<file path="src/rtl/branch_sequencer_pkg.sv">
// Shared types for the tiny CPU control path: instruction classes and sequencer states.
package cpu_ctrl_pkg;

  localparam int FLAG_W = 4;

  typedef enum logic [1:0] {
    CLS_ALU    = 2'b00,
    CLS_BRANCH = 2'b01,
    CLS_NOP    = 2'b10,
    CLS_HALT   = 2'b11
  } inst_class_t;

  typedef enum logic [2:0] {
    ST_FETCH   = 3'd0,
    ST_EXEC    = 3'd1,
    ST_COND    = 3'd2,
    ST_RESOLVE = 3'd3,
    ST_HALT    = 3'd4
  } seq_state_t;

endpackage

</file>
<file path="src/rtl/fetch_timeout_counter.sv">
// Counts consecutive un-acked fetch cycles and flags expiry on the last allowed cycle.
// FETCH_TIMEOUT = 0 removes the counter and never expires.
module fetch_timeout_counter #(
  parameter int FETCH_TIMEOUT = 15
) (
  input  logic clk_in,
  input  logic reset_in,
  input  logic active_in,
  input  logic ack_in,
  output logic expire_out
);

  generate
    if (FETCH_TIMEOUT == 0) begin : g_off
      logic unused_s;
      assign unused_s   = &{1'b0, clk_in, reset_in, active_in, ack_in};
      assign expire_out = 1'b0;
    end else begin : g_on
      localparam int CW = (FETCH_TIMEOUT > 1) ? $clog2(FETCH_TIMEOUT) : 1;
      localparam logic [CW-1:0] LIMIT = CW'(FETCH_TIMEOUT - 1);

      logic [CW-1:0] cnt_r;

      // Count waiting cycles; any ack or leaving FETCH restarts the count.
      always_ff @(posedge clk_in) begin
        if (reset_in) begin
          cnt_r <= {CW{1'b0}};
        end else if (active_in && !ack_in) begin
          cnt_r <= cnt_r + CW'(1);
        end else begin
          cnt_r <= {CW{1'b0}};
        end
      end

      assign expire_out = active_in && !ack_in && (cnt_r == LIMIT);
    end
  endgenerate

endmodule

</file>
<file path="src/rtl/branch_sequencer.sv">
// Multi-cycle control FSM: fetch handshake, ALU/branch strobes, PC update, halt/fault.
// Optional taken-branch counter enabled by defining BRANCH_STATS_EN.
module branch_sequencer
  import cpu_ctrl_pkg::*;
#(
  parameter int FETCH_TIMEOUT = 15,
  parameter int CNT_W         = 8
) (
  input  logic              clk_in,
  input  logic              reset_in,
  output logic              fetch_req_out,
  input  logic              fetch_ack_in,
  input  logic [1:0]        dec_class_in,
  input  logic              dec_flag_we_in,
  input  logic [FLAG_W-1:0] dec_cond_mask_in,
  input  logic              dec_cond_inv_in,
  output logic              status_write_en_out,
  output logic              status_copy_en_out,
  output logic [FLAG_W-1:0] status_inst_out,
  output logic              status_invert_out,
  input  logic              cond_in,
  output logic              pc_inc_out,
  output logic              pc_load_out,
  output logic              halted_out,
  output logic              fault_out,
  output logic [CNT_W-1:0]  taken_count_out
);

  seq_state_t        state_r;
  logic              fetch_req_r;
  logic              write_en_r;
  logic              copy_en_r;
  logic [FLAG_W-1:0] inst_r;
  logic              inv_r;
  logic              pc_inc_r;
  logic              halted_r;
  logic              fault_r;

  inst_class_t dec_class_s;
  logic        fetch_act_s;
  logic        ack_s;
  logic        expire_s;
  logic        resolve_s;

  assign dec_class_s = inst_class_t'(dec_class_in);
  // An ack only counts once the request is actually on the bus.
  assign fetch_act_s = (state_r == ST_FETCH) && fetch_req_r;
  assign ack_s       = fetch_act_s && fetch_ack_in;
  assign resolve_s   = (state_r == ST_RESOLVE) && !reset_in;

  fetch_timeout_counter #(
    .FETCH_TIMEOUT(FETCH_TIMEOUT)
  ) u_timeout (
    .clk_in    (clk_in),
    .reset_in  (reset_in),
    .active_in (fetch_act_s),
    .ack_in    (fetch_ack_in),
    .expire_out(expire_s)
  );

  // Sequencer state with registered strobes for the state being entered.
  always_ff @(posedge clk_in) begin
    if (reset_in) begin
      state_r     <= ST_FETCH;
      fetch_req_r <= 1'b0;
      write_en_r  <= 1'b0;
      copy_en_r   <= 1'b0;
      inst_r      <= {FLAG_W{1'b0}};
      inv_r       <= 1'b0;
      pc_inc_r    <= 1'b0;
      halted_r    <= 1'b0;
      fault_r     <= 1'b0;
    end else begin
      fetch_req_r <= 1'b0;
      write_en_r  <= 1'b0;
      copy_en_r   <= 1'b0;
      inst_r      <= {FLAG_W{1'b0}};
      inv_r       <= 1'b0;
      pc_inc_r    <= 1'b0;
      case (state_r)
        ST_FETCH: begin
          if (ack_s) begin
            case (dec_class_s)
              CLS_ALU: begin
                state_r    <= ST_EXEC;
                write_en_r <= dec_flag_we_in;
                pc_inc_r   <= 1'b1;
              end
              CLS_NOP: begin
                state_r  <= ST_EXEC;
                pc_inc_r <= 1'b1;
              end
              CLS_BRANCH: begin
                state_r   <= ST_COND;
                copy_en_r <= 1'b1;
                inst_r    <= dec_cond_mask_in;
                inv_r     <= dec_cond_inv_in;
              end
              CLS_HALT: begin
                state_r  <= ST_HALT;
                halted_r <= 1'b1;
              end
              default: begin
                state_r  <= ST_HALT;
                halted_r <= 1'b1;
              end
            endcase
          end else if (expire_s) begin
            state_r  <= ST_HALT;
            halted_r <= 1'b1;
            fault_r  <= 1'b1;
          end else begin
            state_r     <= ST_FETCH;
            fetch_req_r <= 1'b1;
          end
        end
        ST_EXEC: begin
          state_r     <= ST_FETCH;
          fetch_req_r <= 1'b1;
        end
        ST_COND: begin
          state_r <= ST_RESOLVE;
        end
        ST_RESOLVE: begin
          state_r     <= ST_FETCH;
          fetch_req_r <= 1'b1;
        end
        ST_HALT: begin
          state_r  <= ST_HALT;
          halted_r <= 1'b1;
        end
        default: begin
          state_r     <= ST_FETCH;
          fetch_req_r <= 1'b1;
        end
      endcase
    end
  end

  assign fetch_req_out       = fetch_req_r;
  assign status_write_en_out = write_en_r;
  assign status_copy_en_out  = copy_en_r;
  assign status_inst_out     = inst_r;
  assign status_invert_out   = inv_r;
  assign halted_out          = halted_r;
  assign fault_out           = fault_r;
  // cond_in is only valid in RESOLVE itself, so the PC choice is taken directly from it.
  assign pc_inc_out          = pc_inc_r | (resolve_s & ~cond_in);
  assign pc_load_out         = resolve_s & cond_in;

`ifdef BRANCH_STATS_EN
  logic [CNT_W-1:0] taken_cnt_r;

  // Saturating count of taken branches.
  always_ff @(posedge clk_in) begin
    if (reset_in) begin
      taken_cnt_r <= {CNT_W{1'b0}};
    end else if (resolve_s && cond_in && (taken_cnt_r != {CNT_W{1'b1}})) begin
      taken_cnt_r <= taken_cnt_r + CNT_W'(1);
    end else begin
      taken_cnt_r <= taken_cnt_r;
    end
  end

  assign taken_count_out = taken_cnt_r;
`else
  assign taken_count_out = {CNT_W{1'b0}};
`endif

endmodule
</file>
<file path="config.mk">
export PLATFORM = sky130hd
export DESIGN_NAME = branch_sequencer
export DESIGN_NICKNAME = d
export VERILOG_FILES = /design/src/rtl/branch_sequencer_pkg.sv /design/src/rtl/fetch_timeout_counter.sv /design/src/rtl/branch_sequencer.sv
export SDC_FILE = /design/constraint.sdc
export NUM_CORES = 1
export LEC_CHECK = 0
export ABC_AREA = 1
export CORE_MARGIN = 4
export CORE_UTILIZATION = 42
export DETAILED_ROUTE_END_ITERATION = 10
export DONT_BUFFER_PORTS = 1
export PLACE_DENSITY = 0.53
export SYNTH_ARGS = -nofsm -noshare
export SYNTH_HDL_FRONTEND = slang
export SYNTH_HIERARCHICAL = 1
export SYNTH_SLANG_ARGS = --single-unit
</file>
<file path="constraint.sdc">
create_clock -name clk_in -period 2.1 [get_ports clk_in]
set_clock_uncertainty 0.05 [all_clocks]
set_input_delay 0.42 -clock clk_in [delete_from_list [all_inputs] [get_ports clk_in]]
set_output_delay 0.42 -clock clk_in [all_outputs]
set_load 0.03 [all_outputs]
</file>
==> metrics.yaml <==
routedWlPerCell_um: 9.600
postCtsHoldBufs: 0
numPortBuffers: 0
grt_max_degree: 11
max_freq_ghz: 0.5582
whs_ns: 0.1365
clk_pin_slew_ns: 0.10
root_buffer: "clkbuf_4"
hp-class: "primary input to flip-flop"
cp.required_ns: 1.63
layout.nets: 115
dp_hpwl_um: 972
antenna_found_initial: 0
finalCriticalPeriod_ns: 1.792
grt_pass1_vias: 509
syn_avg_cell_area_um2: 7.911
track_usage_pct: 10.35
synth_top_family_by_area: "simple AND/OR/NAND/NOR gates"
clock_sinks: 18
clk_path_buf_depth: 2
drt_iter0_markers: 8
crit_fanout: 5
synth_cells: 96
synth.mux.area_fraction_pct: 0
fin_crit_sh_pct: 85.31
power_density_nw_per_um2: 843.5
reg2reg_slack_ns: 0.54
ys_seq_area_share_pct: 47.45
cts_setup_buffers: 0
syn_area_um2: 759.5
fin_util_pct: 46.38
maxCapViolCount: 0
syn_to_final_growth_pct: 5.437
fp-row-count: 15
critPathKind: "flip-flop to primary output"
fillers: 187
clk_latency_ns: 0.28
via_per_inst: 4.448
maxSlewViolCount: 0
reg2reg_depth: 8
synthXorXnorAreaFrac_pct: 1.153
dr.pass1.iters: 4
synth-adder-area-share_pct: 3.295
cts_htree_levels: 1
synth_compound_area_share_pct: 5.437
regArea_um2: 360.3
start_util_pct: 43.99
cts-buffers-inserted: 3
grt_pass1_wl_mm: 1.945
ys_seq_elements: 18
die_area_um2: 2553
cts_tree: "yes"
worstHoldStart: "reset_in"
final_cell_mix: "nor2_1, inv_1, dfxtp_1"
ir_drop_mv: 0.4446
cts_resized: 0
min_to: "fault_out"
worst_pin_slew_ns: 0.5745
routed_wl_mm: 1.200
yosys.area_share.simple_pct: 24.38
vias: 556
startpoint_type: "flip-flop"
worstHoldPathCells: 1
tns_ns: 0
p_leak_uw: 0.0003855
end_kind: "primary output"
remaining_drc_errors: 0
rr_endpoint: "halted_out"
finalSetupViolations: 0
routabilityCongestion: 0.7933
worstPathArrival_ns: 1.32
status: "completed"
antenna_cells: 0
layout.cells.non_filler: 125
rr_startpoint: "fetch_req_out"
die_height_um: 50.53
core_area_um2: 1727
slew_headroom_pct: 61.56
rsz0062_at_grt: "false"
grt.overflow.total: 0
ios: 32
dp.cells: 121
ant_nets: 0
multi_input_area_um2: 290.3
die_w_um: 50.53
finalHoldViolCount: 0
layout_commonest_cell: "nor2_1"
synth_warnings: 6
drive_above_1_share_pct: 12.00
yosysUniqueCellTypes: 21
-- registers in the layout, summed over array words and instances, names as in the netlist --
register and flops:
fault_out 1, fetch_req_out 1, halted_out 1, pc_inc_r 1
state_r 3, status_copy_en_out 1, status_inst_out 4, status_invert_out 1
status_write_en_out 1, u_timeout/g_on.cnt_r 4
-- per-stage QoR --
stage	total power (uW)	cell area (um^2)	setup WS, ns
3_5_place_dp	476.8	764.5	0.5438
2_1_floorplan	474.6	785.8	0.5367
4_1_cts	685.0	800.8	0.3063
3_3_place_gp	476.7	764.5	0.5651
6_report	675.4	800.8	0.3084
5_1_grt	714.3	800.8	0.2393
-- how the worst max path moves through the flow --
stage / start / end / slack, ns
6_report: state_r[0] / pc_load_out / 0.31
3_5_place_dp: fetch_req_out / halted_out / 0.54
2_1_floorplan: reset_in / pc_inc_out / 0.54
5_1_grt: state_r[1] / pc_load_out / 0.24
4_1_cts: state_r[1] / pc_load_out / 0.31
3_3_place_gp: fetch_req_out / halted_out / 0.57
-- critical path: stages (launching register included) --
cell	delay, ns
dfxtp_1	0.43
nand4_1	0.14
nor2_1	0.47
-- routing by layer --
layer  global-route usage [%]  vias to the layer above  routed length (um)
li1                         -                      281                   -
met1                    9.779                      244                 489
met2                    17.17                       29                 552
met3                    5.638                        2                 151
met4                    6.726                        0                   8
met5                        0                        -                   0
-- area by class of cell --
| class | instances | area share, % |
|---|---|---|
| clock buffer | 4 | 4.531 |
| sequential | 18 | 45.00 |
| multi-input combinational | 57 | 36.25 |
| tap | 25 | 3.906 |
| inverter | 20 | 9.375 |
| timing repair buffer | 1 | 0.9375 |
-- synth_stat cells --
master | instances | area share, %
a21oi_1 | 4 | 2.6
a31oi_1 | 1 | 0.82
buf_4 | 8 | 7.9
conb_1 | 1 | 0.49
dfxtp_1 | 18 | 47
ha_1 | 2 | 3.3
inv_1 | 19 | 9.4
inv_2 | 1 | 0.49
nand2_1 | 7 | 3.5
nand2_2 | 2 | 1.6
nand3_1 | 3 | 2.0
nand3_2 | 1 | 1.3
nand4_1 | 1 | 0.82
nor2_1 | 20 | 9.9
nor2_2 | 2 | 1.6
nor3_1 | 1 | 0.66
nor3_4 | 1 | 2.1
nor4_1 | 1 | 0.82
o211ai_1 | 1 | 0.99
o21bai_1 | 1 | 0.99
xnor2_1 | 1 | 1.2
-- power breakdown --
group          switching (uW)  leakage, uW  internal, uW
Clock                     102    0.0000210           105
Combinational            58.0     0.000219          22.4
Sequential               30.8     0.000146           357
-- logic make-up (layout without fill, tap and decap cells) --
family                   after synthesis  in the layout
flip-flops                            18             18
buffers and inverters                 28             25
AND/OR/NAND/NOR                       39             39
adder cells (fa/ha/maj)                2              2
XOR/XNOR                               1              1
other                                  1              8
AO/OA/AOI/OAI                          7              7
No activity file was read; power rests on OpenSTA's default activity.
